## src/rtl/weight_buffer_loader.sv

```systemverilog
// Write-side sequencer for the weight buffer array: turns a valid/ready stream of
// packed kernel words into port-A writes, filling banks slot-first and bank-major.
module weight_buffer_loader #(
    parameter int TN         = 4,
    parameter int TM         = 16,
    parameter int DATA_WIDTH = 64,
    parameter int ADDR_WIDTH = $clog2(TM),
    parameter int ADDR_EXT   = $clog2(TN) + 1
) (
    input  logic                           clk,
    input  logic                           rst_n,
    input  logic                           start,
    input  logic [ADDR_WIDTH:0]            num_kernels,
    input  logic [DATA_WIDTH-1:0]          in_data,
    input  logic                           in_valid,
    output logic                           in_ready,
    output logic                           ena,
    output logic                           wea,
    output logic [ADDR_EXT+ADDR_WIDTH-1:0] addra,
    output logic [DATA_WIDTH-1:0]          dia,
    output logic                           busy,
    output logic                           done
);

    localparam int BANK_W = $clog2(TN);
    localparam int PAD_W  = ADDR_EXT - BANK_W;

    typedef enum logic [1:0] {
        IDLE,
        LOAD,
        FIN
    } state_e;

    state_e                          state_q;
    logic [BANK_W-1:0]               bank_q;
    logic [ADDR_WIDTH-1:0]           slot_q;
    logic [ADDR_WIDTH:0]             nk_q;
    logic [ADDR_WIDTH:0]             nk_d;
    logic                            ena_q;
    logic                            wea_q;
    logic [ADDR_EXT+ADDR_WIDTH-1:0]  addra_q;
    logic [DATA_WIDTH-1:0]           dia_q;
    logic                            busy_q;
    logic                            done_q;

    logic accept;
    logic last_slot;
    logic last_bank;

    // Requests larger than a bank's capacity are clamped rather than wrapped.
    assign nk_d = (num_kernels > (ADDR_WIDTH+1)'(TM)) ? (ADDR_WIDTH+1)'(TM) : num_kernels;

    assign in_ready  = (state_q == LOAD);
    assign accept    = in_valid & in_ready;
    assign last_slot = ({1'b0, slot_q} == (nk_q - (ADDR_WIDTH+1)'(1)));
    assign last_bank = (bank_q == BANK_W'(TN - 1));

    always_ff @(posedge clk or negedge rst_n) begin
        if (!rst_n) begin
            state_q <= IDLE;
            bank_q  <= '0;
            slot_q  <= '0;
            nk_q    <= '0;
            ena_q   <= 1'b0;
            wea_q   <= 1'b0;
            addra_q <= '0;
            dia_q   <= '0;
            busy_q  <= 1'b0;
            done_q  <= 1'b0;
        end else begin
            // NOTE: non-blocking throughout, so every branch sees this cycle's state
            // and counters regardless of statement order; later assignments win.
            ena_q  <= 1'b0;
            wea_q  <= 1'b0;
            done_q <= 1'b0;
            case (state_q)
                IDLE: begin
                    if (start) begin
                        bank_q <= '0;
                        slot_q <= '0;
                        nk_q   <= nk_d;
                        busy_q <= 1'b1;
                        if (num_kernels == '0) begin
                            state_q <= FIN;
                            done_q  <= 1'b1;
                        end else begin
                            state_q <= LOAD;
                        end
                    end
                end
                LOAD: begin
                    if (accept) begin
                        ena_q   <= 1'b1;
                        wea_q   <= 1'b1;
                        dia_q   <= in_data;
                        addra_q <= {{PAD_W{1'b0}}, bank_q, slot_q};
                        if (last_slot) begin
                            slot_q <= '0;
                            if (last_bank) begin
                                state_q <= FIN;
                                done_q  <= 1'b1;
                            end else begin
                                bank_q <= bank_q + BANK_W'(1);
                            end
                        end else begin
                            slot_q <= slot_q + ADDR_WIDTH'(1);
                        end
                    end
                end
                FIN: begin
                    state_q <= IDLE;
                    busy_q  <= 1'b0;
                end
                default: state_q <= IDLE;
            endcase
        end
    end

    assign ena   = ena_q;
    assign wea   = wea_q;
    assign addra = addra_q;
    assign dia   = dia_q;
    assign busy  = busy_q;
    assign done  = done_q;

endmodule

```

## config.mk

```make
export PLATFORM = sky130hd
export DESIGN_NAME = weight_buffer_loader
export DESIGN_NICKNAME = d
export VERILOG_FILES = /design/src/rtl/weight_buffer_loader.sv
export SDC_FILE = /design/constraint.sdc
export NUM_CORES = 1
export LEC_CHECK = 0
export ABC_AREA = 1
export BUFFER_PORTS_ARGS = -buffer_cell sky130_fd_sc_hd__buf_4
export CAP_MARGIN = 25
export CORE_ASPECT_RATIO = 1.2
export CORE_UTILIZATION = 35
export CTS_BUF_LIST = sky130_fd_sc_hd__clkbuf_16
export CTS_CLUSTER_DIAMETER = 80
export DETAILED_ROUTE_END_ITERATION = 6
export PLACE_DENSITY = 0.73
export SLEW_MARGIN = 20
export SYNTH_ARGS = -nofsm -noshare
export SYNTH_HDL_FRONTEND = slang
export SYNTH_SLANG_ARGS = --single-unit
```

## constraint.sdc

```tcl
create_clock -name clk -period 2 [get_ports clk]
set_input_delay 0.2 -clock clk [delete_from_list [all_inputs] [get_ports clk]]
set_output_delay 0.2 -clock clk [all_outputs]
set_load 0.05 [all_outputs]
```

==> results.toml, run 1 <==
[global_routing]
overflow = 0
grt_pass1_vias = 3080
grt_max_degree = 87
antenna_found_initial = 0
grt_pass1_wl_mm = 13.5
grt_use_total_pct = 16.5

[yosys]
synthAdderAreaFrac_pct = 1.06
synth-xor-area-share_pct = 0.496
synth_top_family_by_area = "simple AND/OR/NAND/NOR gates"
synth-simple-area-share_pct = 30.2
yosys_warnings = 0
syn_avg_cell_area_um2 = 8.46
seq_area_frac_synth_pct = 61.0
synth_cells = 417
syn_nets = 493
synth_mux_area_share_pct = 0
ys_ff_latch = 86
synth_compound_area_share_pct = 2.09
synth_cell_types = 22
synth_area_um2 = 3530

[timing]
layout_worst_path_cycle_share_pct = 86.9
relSlewSlack_pct = 63.8
setup_tns_ns = 0
finClkSkew_ns = 0.00535
setup_slack_ns = 0.263
period_needed_ns = 1.74
rsz0062_at_grt = "no"
setup_violations = 0
timing.hold.ws_ns = 0.0613
hold_violations = 0
maxSlewViolCount = 0
max_freq_ghz = 0.576
worst_slew_pin_slew_ns = 0.544

[drt]
drt_iter0_markers = 122
drc = 0
ant_nets = 0
drt_wl_total_mm = 8.52
drt-pass1-iter-count = 4
routedWlPerCell_um = 12.3
routed-via-count = 3116
via_per_inst = 4.50

[placement]
io_buffers = 147
place_area_um2 = 4760
pre_cts_ws_ns = 0.267
dp_hpwl_mm = 6.16
place_congestion = 0.816

[layout]
drive_above_1_share_pct = 30.4
seqCellArea_um2 = 2150
fin_area_um2 = 5090
multiInputGateArea_um2 = 1200
fill_cells = 884
area_growth_pct = 44.2
nets = 640
num_antenna_cells = 0

[floorplanning]
ioPinCount = 149
fp-row-count = 39
die_h_um = 112
core-area_um2 = 9660
dieArea_um2 = 10500
die_x_um = 93.7
start_util_pct = 36.5

[clock_network]
cts_tree = "built"
clockRootBuffer = "clkbuf_16"
cts.htree.levels = 3
clkTransAtPathRegs_ns = 0.06
post_cts_buffers = 0
clk_path_buf_depth = 2
cts_sinks = 86
insertion_delay_ns = 0.33
cts_made_buffers = 9

[setup_path]
path_delay_family = "simple AND/OR/NAND/NOR gates"
regToRegSetupSlack_ns = 0.26
path_class = "reg -> reg"
worstPathRequired_ns = 2.22
crit_top_cell = "nand2_1"
cp-start-kind = "flip-flop"
cp.buffers_inverters = 3
cp_max_fo = 7
crit_arrival_ns = 1.96
cp_slowest_cell = "dfrtp_1"
max_stage_delay_ns = 0.38
end_kind = "flip-flop"
path_cells = "inv_1, ha_1, nand2_1, inv_1, nor2_1, nand3_1, nor2_1, nand2_1, nand2_1, nand3_1, nand2_1, inv_1"

[power]
p_leak_uw = 0.00289
ir_worst_vdd_v = 0.000488
powerDensity_nw_per_um2 = 983

[job]
max_cap_violations = 0

[hold_path]
hold_class = "in -> reg"

[run_status]
status = "finished clean"
[routing by layer]
metal  vias to the layer above  global-route usage [%]  wire length [um]
met4                         0                    6.15                97
li1                       1550                       -                 -
met3                        10                    4.37               477
met1                      1458                    19.1              3580
met5                         -                       0                 0
met2                        98                    28.8              4370
[stage by stage]
stage / std cells / util, % / total power (uW)
2_1_floorplan: 417 / - / 2830
3_5_place_dp: 675 / 49.3 / 3320
6_report: 692 / 52.7 / 5000
3_3_place_gp: 675 / 49.3 / 3300
4_1_cts: 692 / 52.7 / 5070
5_1_grt: 692 / 52.7 / 5250
[Yosys cell counts, drive strengths merged]
cell / number / area, um^2
a21oi: 4 / 20.0
a22oi: 1 / 7.51
buf: 17 / 98.8
conb: 1 / 3.75
dfrtp: 86 / 2150
ha: 3 / 37.5
inv: 21 / 78.8
nand2: 248 / 941
nand3: 7 / 35.0
nand3b: 1 / 7.51
nand4: 2 / 18.8
nor2: 15 / 63.8
o21ai: 8 / 40.0
o22ai: 1 / 6.26
xor2: 2 / 17.5
[flip-flops by register name (all words and copies together) (netlist names)]
| signal | cells |
|---|---|
| busy | 1 |
| nk_q | 5 |
| wea | 1 |
| addra | 6 |
| bank_q | 2 |
| done | 1 |
| slot_q | 4 |
| dia | 64 |
| state_q | 2 |
[final cells by class]
cell class / instances / share of cell area [%]
Clock inverter: 7 / 1.77
Inverter: 21 / 1.55
Tap cell: 123 / 3.03
Multi-Input combinational cell: 293 / 23.6
Timing Repair Buffer: 153 / 23.4
Sequential cell: 86 / 42.3
Clock buffer: 9 / 4.43
[final timing paths]
kind | from | end | cells after the start
max reg2reg | nk_q[0] | state_q[0] | 12
min | in_data[37] | dia[37] | 3
max in group asynchronous | rst_n | state_q[1] | 3
min reg2reg | dia[12] | dia[12] | 2
max | nk_q[0] | state_q[0] | 12
min in group asynchronous | rst_n | dia[53] | 3
[power by group]
part	internal, uW	total, uW	switching (uW)
registers	1910	2050	138
logic	401	1220	823
clock network	1090	1720	638
total	3400	5000	1600
[logic make-up (layout without fill, tap and decap cells)]
kind of cell | count (synthesis) | in the layout
and+or+nand+nor | 273 | 273
DFF | 86 | 86
buffers and inverters | 38 | 190
AOI/OAI and AO/OA | 14 | 14
adders and majority gates | 3 | 3
xor gates and xnor gates | 2 | 2
other | 1 | 1
[cells in the final DEF (no fill, tap or decap)]
| cell type | Yosys | routed |
|---|---|---|
| a21oi_1 | 4 | 4 |
| a22oi_1 | 1 | 1 |
| buf_12 | 0 | 3 |
| buf_4 | 3 | 149 |
| bufinv_16 | 0 | 2 |
| clkbuf_16 | 0 | 9 |
| clkinv_2 | 0 | 2 |
| clkinv_4 | 0 | 1 |
| clkinvlp_4 | 0 | 1 |
| conb_1 | 1 | 1 |
| dfrtp_1 | 86 | 86 |
| dlygate4sd3_1 | 0 | 1 |
| ha_1 | 3 | 3 |
| inv_1 | 19 | 20 |
| inv_2 | 2 | 2 |
| nand2_1 | 246 | 246 |
| nand2_2 | 1 | 1 |
| nand2_4 | 1 | 1 |
| nand3_1 | 7 | 7 |
| nand3b_1 | 1 | 1 |
| nand4_1 | 1 | 1 |
| nand4_2 | 1 | 1 |
| nor2_1 | 14 | 14 |
| nor2_4 | 1 | 1 |
| o21ai_0 | 8 | 8 |
| o22ai_1 | 1 | 1 |
| xor2_1 | 2 | 2 |
[timing repair]
item	in CTS	in global routing
gates resized for setup	0	0
endpoints found under the hold margin	86	0
hold buffers	1	0
[worst reg2reg max path: stages (launching register included)]
cell and delay (ns):
dfrtp_1 0.38, inv_1 0.11, ha_1 0.26, nand2_1 0.07
inv_1 0.04, nor2_1 0.07, nand3_1 0.09, nor2_1 0.09
nand2_1 0.05, nand2_1 0.18, nand3_1 0.16, nand2_1 0.09
inv_1 0.04
No activity file was read; power rests on OpenSTA's default activity.
==> run 2, diff against run 1 <==
--- a/config.mk
+++ b/config.mk
@@ -9,10 +9,12 @@
 export BUFFER_PORTS_ARGS = -buffer_cell sky130_fd_sc_hd__buf_4
 export CAP_MARGIN = 25
 export CORE_ASPECT_RATIO = 1.2
+export CORE_MARGIN = 3
 export CORE_UTILIZATION = 35
 export CTS_BUF_LIST = sky130_fd_sc_hd__clkbuf_16
 export CTS_CLUSTER_DIAMETER = 80
 export DETAILED_ROUTE_END_ITERATION = 6
+export GPL_TIMING_DRIVEN = 0
 export PLACE_DENSITY = 0.73
 export SLEW_MARGIN = 20
 export SYNTH_ARGS = -nofsm -noshare
==> run 2 against run 1 <==
  * Combinational power hardly changed
  * Via count is 0.93% higher
  * Setup slack worse by 0.041 ns
==> results.toml, run 2 (synthesis results as in run 1) <==
[floorplanning]
ioPinCount = 149
fp-row-count = 39
dieArea_um2 = 11300
die_h_um = 116
die_x_um = 97.7
start_util_pct = 36.5
core-area_um2 = 9660

[drt]
drc = 0
routedWlPerCell_um = 12.9
drt-pass1-iter-count = 5
drt_iter0_markers = 107
drt_wl_total_mm = 9.08
via_per_inst = 4.47
routed-via-count = 3145
ant_nets = 0

[global_routing]
overflow = 0
grt_use_total_pct = 16.2
antenna_found_initial = 0
grt_max_degree = 49
grt_pass1_wl_mm = 14.8
grt_pass1_vias = 3079

[timing]
max_freq_ghz = 0.562
setup_violations = 0
finClkSkew_ns = 0.00454
relSlewSlack_pct = 59.1
hold_violations = 0
rsz0062_at_grt = "no"
maxSlewViolCount = 0
period_needed_ns = 1.78
layout_worst_path_cycle_share_pct = 88.9
worst_slew_pin_slew_ns = 0.613
setup_tns_ns = 0

[layout]
drive_above_1_share_pct = 31.7
final_common_cell = "nand2_1"
nets = 653
instances_no_fill = 704
final_cell_mix = "nand2_1, buf_4, dfrtp_1"
largest_reg_flops = 64
num_antenna_cells = 0
area_growth_pct = 43.8
fill_cells = 904

[job]
max_cap_violations = 0

[placement]
dp_hpwl_mm = 6.94
io_buffers = 147
dp.cells = 688
place_congestion = 0.840

[power]
powerDensity_nw_per_um2 = 934
p_leak_uw = 0.00291
ir_worst_vdd_v = 0.000602

[clock_network]
cts_sinks = 86
cts.htree.levels = 3
clkTransAtPathRegs_ns = 0.06
cts_resized = 0
post_cts_buffers = 0
insertion_delay_ns = 0.32
cts_tree = "built"
clockRootBuffer = "clkbuf_16"
clk_path_buf_depth = 2
ctsHoldBuffers = 1
cts_made_buffers = 9

[setup_path]
worstPathRequired_ns = 2.22
cp-start-kind = "flip-flop"
crit_arrival_ns = 2.00
path_class = "reg -> reg"
end_kind = "flip-flop"
cp_max_fo = 7

[hold_path]
hold_class = "in -> reg"

[run_status]
status = "finished clean"
==> run 2: cell types whose count changed in the layout (fill, tap and decap cells not counted), sizes merged <==
| cell | delta |
|---|---|
| buf | +13 |
| bufinv | -2 |
| clkinv | +2 |
| clkinvlp | -1 |
==> run 2: worst max-delay path, stage by stage, from the launching register on <==
cell and delay (ns):
dfrtp_1 0.39, inv_1 0.12, ha_1 0.26, nand2_1 0.07, inv_1 0.04, nor2_1 0.07, nand3_1 0.08, nor2_1 0.09
nand2_1 0.06, nand2_1 0.21, nand3_1 0.17, nand2_1 0.09, inv_1 0.04
==> run 2: per-stage QoR <==
stage               cell area, um^2  power (uW)  hold WS, ns  utilization, %  setup slack (ns)
global placement               4790        3300        0.395            49.5             0.221
global route                   5070        4990       0.0579            52.5            0.0225
detailed placement             4810        3330        0.256            49.7             0.208
finish                         5070        4740       0.0640            52.5             0.222
floorplan                      3530        2830      -0.0956               -             0.462
CTS                            5070        4800       0.0527            52.5             0.197
==> run 2: power breakdown <==
part / total [uW] / internal, uW / switching [uW]
clock: 1450 / 820 / 629
combinational: 1240 / 406 / 833
sequential: 2050 / 1910 / 137
total: 4740 / 3140 / 1600
==> run 2: path summary, 6_finish.rpt <==
path,slack [ns],end,start,cells past startpoint
max,0.22,state_q[0],nk_q[0],12
min,0.06,dia[20],in_data[20],3
max reg2reg,0.22,state_q[0],nk_q[0],12
min reg2reg,0.48,dia[42],dia[42],2
max in group asynchronous,0.95,nk_q[4],rst_n,3
min in group asynchronous,0.43,dia[56],rst_n,2
==> run 2: per-layer routing <==
layer	share of wire, %	global-route usage (%)	vias up
li1	-	-	1582
met1	42	20.1	1463
met2	52	28.3	90
met3	5.6	4.21	10
met4	0.98	4.52	0
met5	0	0	-
==> run 2: area by class of cell <==
cell class / instances / area, um^2 / area share [%]
well taps: 123 / 154 / 3.03
clock inverters: 6 / 31.3 / 0.617
clock buffers: 9 / 225 / 4.44
repair buffers: 149 / 1130 / 22.3
flip-flops and latches: 86 / 2150 / 42.4
plain buffers: 17 / 98.8 / 1.95
multi-input cells: 293 / 1200 / 23.6
inverters: 21 / 78.8 / 1.55
==> run 3, diff against run 2 <==
--- a/config.mk
+++ b/config.mk
@@ -15,7 +15,8 @@
 export CTS_CLUSTER_DIAMETER = 80
 export DETAILED_ROUTE_END_ITERATION = 6
 export GPL_TIMING_DRIVEN = 0
-export PLACE_DENSITY = 0.73
+export PLACE_DENSITY = 0.66
+export REMOVE_ABC_BUFFERS = 1
 export SLEW_MARGIN = 20
 export SYNTH_ARGS = -nofsm -noshare
 export SYNTH_HDL_FRONTEND = slang
==> run 3 against run 2 <==
  * Combinational power about the same
  * Die area unchanged
  * Non-clock buffer count down 17
  * Critical path depth down 7
  * Setup slack better by 0.082 ns
  * Sequential cell count unchanged
  * Utilization down 0.62 points
  * Sequential share of layout area up 0.51 points
  * Largest cell class unchanged
  * Largest power group unchanged
  * Highest routed layer unchanged
==> results.toml, run 3 (synthesis results as in run 1) <==
[setup_path]
cp-start-kind = "flip-flop"
worstPathRequired_ns = 2.27
end_kind = "flip-flop"
path_class = "reg -> reg"
r2r_end = "dia[35]"
cp_max_fo = 74
crit_arrival_ns = 1.96
r2r-start = "state_q[1]"
regToRegSetupSlack_ns = 0.30
crit_end = "dia[35]"
ff2ff_path_depth = 5
crit_start = "state_q[1]"

[global_routing]
gr-usage-met3_pct = 3.79
grt_pass1_vias = 3099
top_usage_layer = "met2"
grt_max_degree = 75
antenna_found_initial = 0
grt_use_total_pct = 15.5
grt_pass1_wl_mm = 14.2
met2_usage_pct = 27.8
overflow = 0
grt.met1_usage_pct = 17.7

[power]
powerDensity_nw_per_um2 = 947
total_power_uw = 4750
p_leak_uw = 0.00283
ir_worst_vdd_v = 0.000541

[layout]
drive_above_1_share_pct = 29.9
final_common_cell = "nand2_1"
num_antenna_cells = 0
final_cell_mix = "nand2_1, buf_4, dfrtp_1"
nets = 636
area_growth_pct = 42.1
largest_reg_flops = 64
fin_util_pct = 51.9

[drt]
drt_iter0_markers = 90
drt_wl_total_mm = 8.70
ant_nets = 0
drc = 0
via_per_inst = 4.49
routedWlPerCell_um = 12.6
drt-pass1-iter-count = 6
routed-via-count = 3087

[floorplanning]
die_h_um = 116
fp-row-count = 39
dieArea_um2 = 11300
start_util_pct = 36.5
die_x_um = 97.7
ioPinCount = 149
core-area_um2 = 9660

[timing]
setup_violations = 0
timing.hold.ws_ns = 0.0604
layout_worst_path_cycle_share_pct = 84.8
rsz0062_at_grt = "no"
relSlewSlack_pct = 54.4
finClkSkew_ns = 0.00336
period_needed_ns = 1.70
hold_violations = 0
worst_slew_pin_slew_ns = 0.685
maxSlewViolCount = 0
max_freq_ghz = 0.589

[placement]
io_buffers = 147
dp_hpwl_mm = 6.25
place_congestion = 0.801

[clock_network]
clockRootBuffer = "clkbuf_16"
cts_sinks = 86
cts_made_buffers = 9
cts.htree.levels = 3
clkTransAtPathRegs_ns = 0.06
clk_path_buf_depth = 2
cts_tree = "built"
insertion_delay_ns = 0.33

[run_status]
status = "finished clean"

[hold_path]
hold_class = "in -> reg"

[job]
max_cap_violations = 0
[run 3: how the worst min path moves through the flow]
stage	from	end	slack, ns	cells past startpoint
after floorplan	rst_n	addra[0]	-0.1	0
after global placement	in_data[37]	dia[37]	0.39	3
after detailed placement	rst_n	dia[17]	0.29	1
after CTS	in_data[36]	dia[36]	0.05	3
after global routing	in_data[37]	dia[37]	0.05	3
final	in_data[36]	dia[36]	0.06	3
[run 3: cell type report]
type / instances / area (um^2)
Fill cell: 922 / 4650
Multi-Input combinational cell: 293 / 1210
Inverter: 21 / 91.3
Clock buffer: 9 / 225
Tap cell: 123 / 154
Sequential cell: 86 / 2150
Timing Repair Buffer: 149 / 1130
Clock inverter: 7 / 41.3
[run 3: report_power, final]
part / switching (uW) / internal [uW]
clock: 651 / 829
sequential: 129 / 1910
combinational: 831 / 393
total: 1610 / 3140
[run 3: repair_timing]
| action | in CTS | in global routing |
|---|---|---|
| hold buffers | 1 | 0 |
| resized for setup | 3 | 2 |
| endpoints found under the setup margin | 69 | 73 |
| endpoints found under the hold margin | 52 | 0 |
| setup buffers | 0 | 0 |
[run 3: routing by layer]
layer | share of wire (%) | up-vias
met2 | 53 | 80
met5 | 0 | -
met4 | 1.1 | 0
met3 | 5.7 | 8
met1 | 41 | 1453
li1 | - | 1546
[run 3: critical path, cell delays in order (launching register included)]
cell and delay (ns):
dfrtp_1 0.45, nor2_4 0.27, nand2_8 0.31, inv_12 0.34
nand2_1 0.11, nand2_1 0.07
[run 3: metrics by stage]
| stage | setup TNS (ns) | area, um^2 | setup slack (ns) | instances |
|---|---|---|---|---|
| final | 0 | 5010 | 0.304 | 688 |
| after global routing | 0 | 5010 | 0.0845 | 688 |
| after CTS | 0 | 5000 | 0.0287 | 688 |
| after detailed placement | -13.84 | 4710 | -0.262 | 671 |
| after global placement | -75.47 | 4690 | -1.16 | 670 |
| after floorplan | -32.65 | 3430 | -0.471 | 400 |
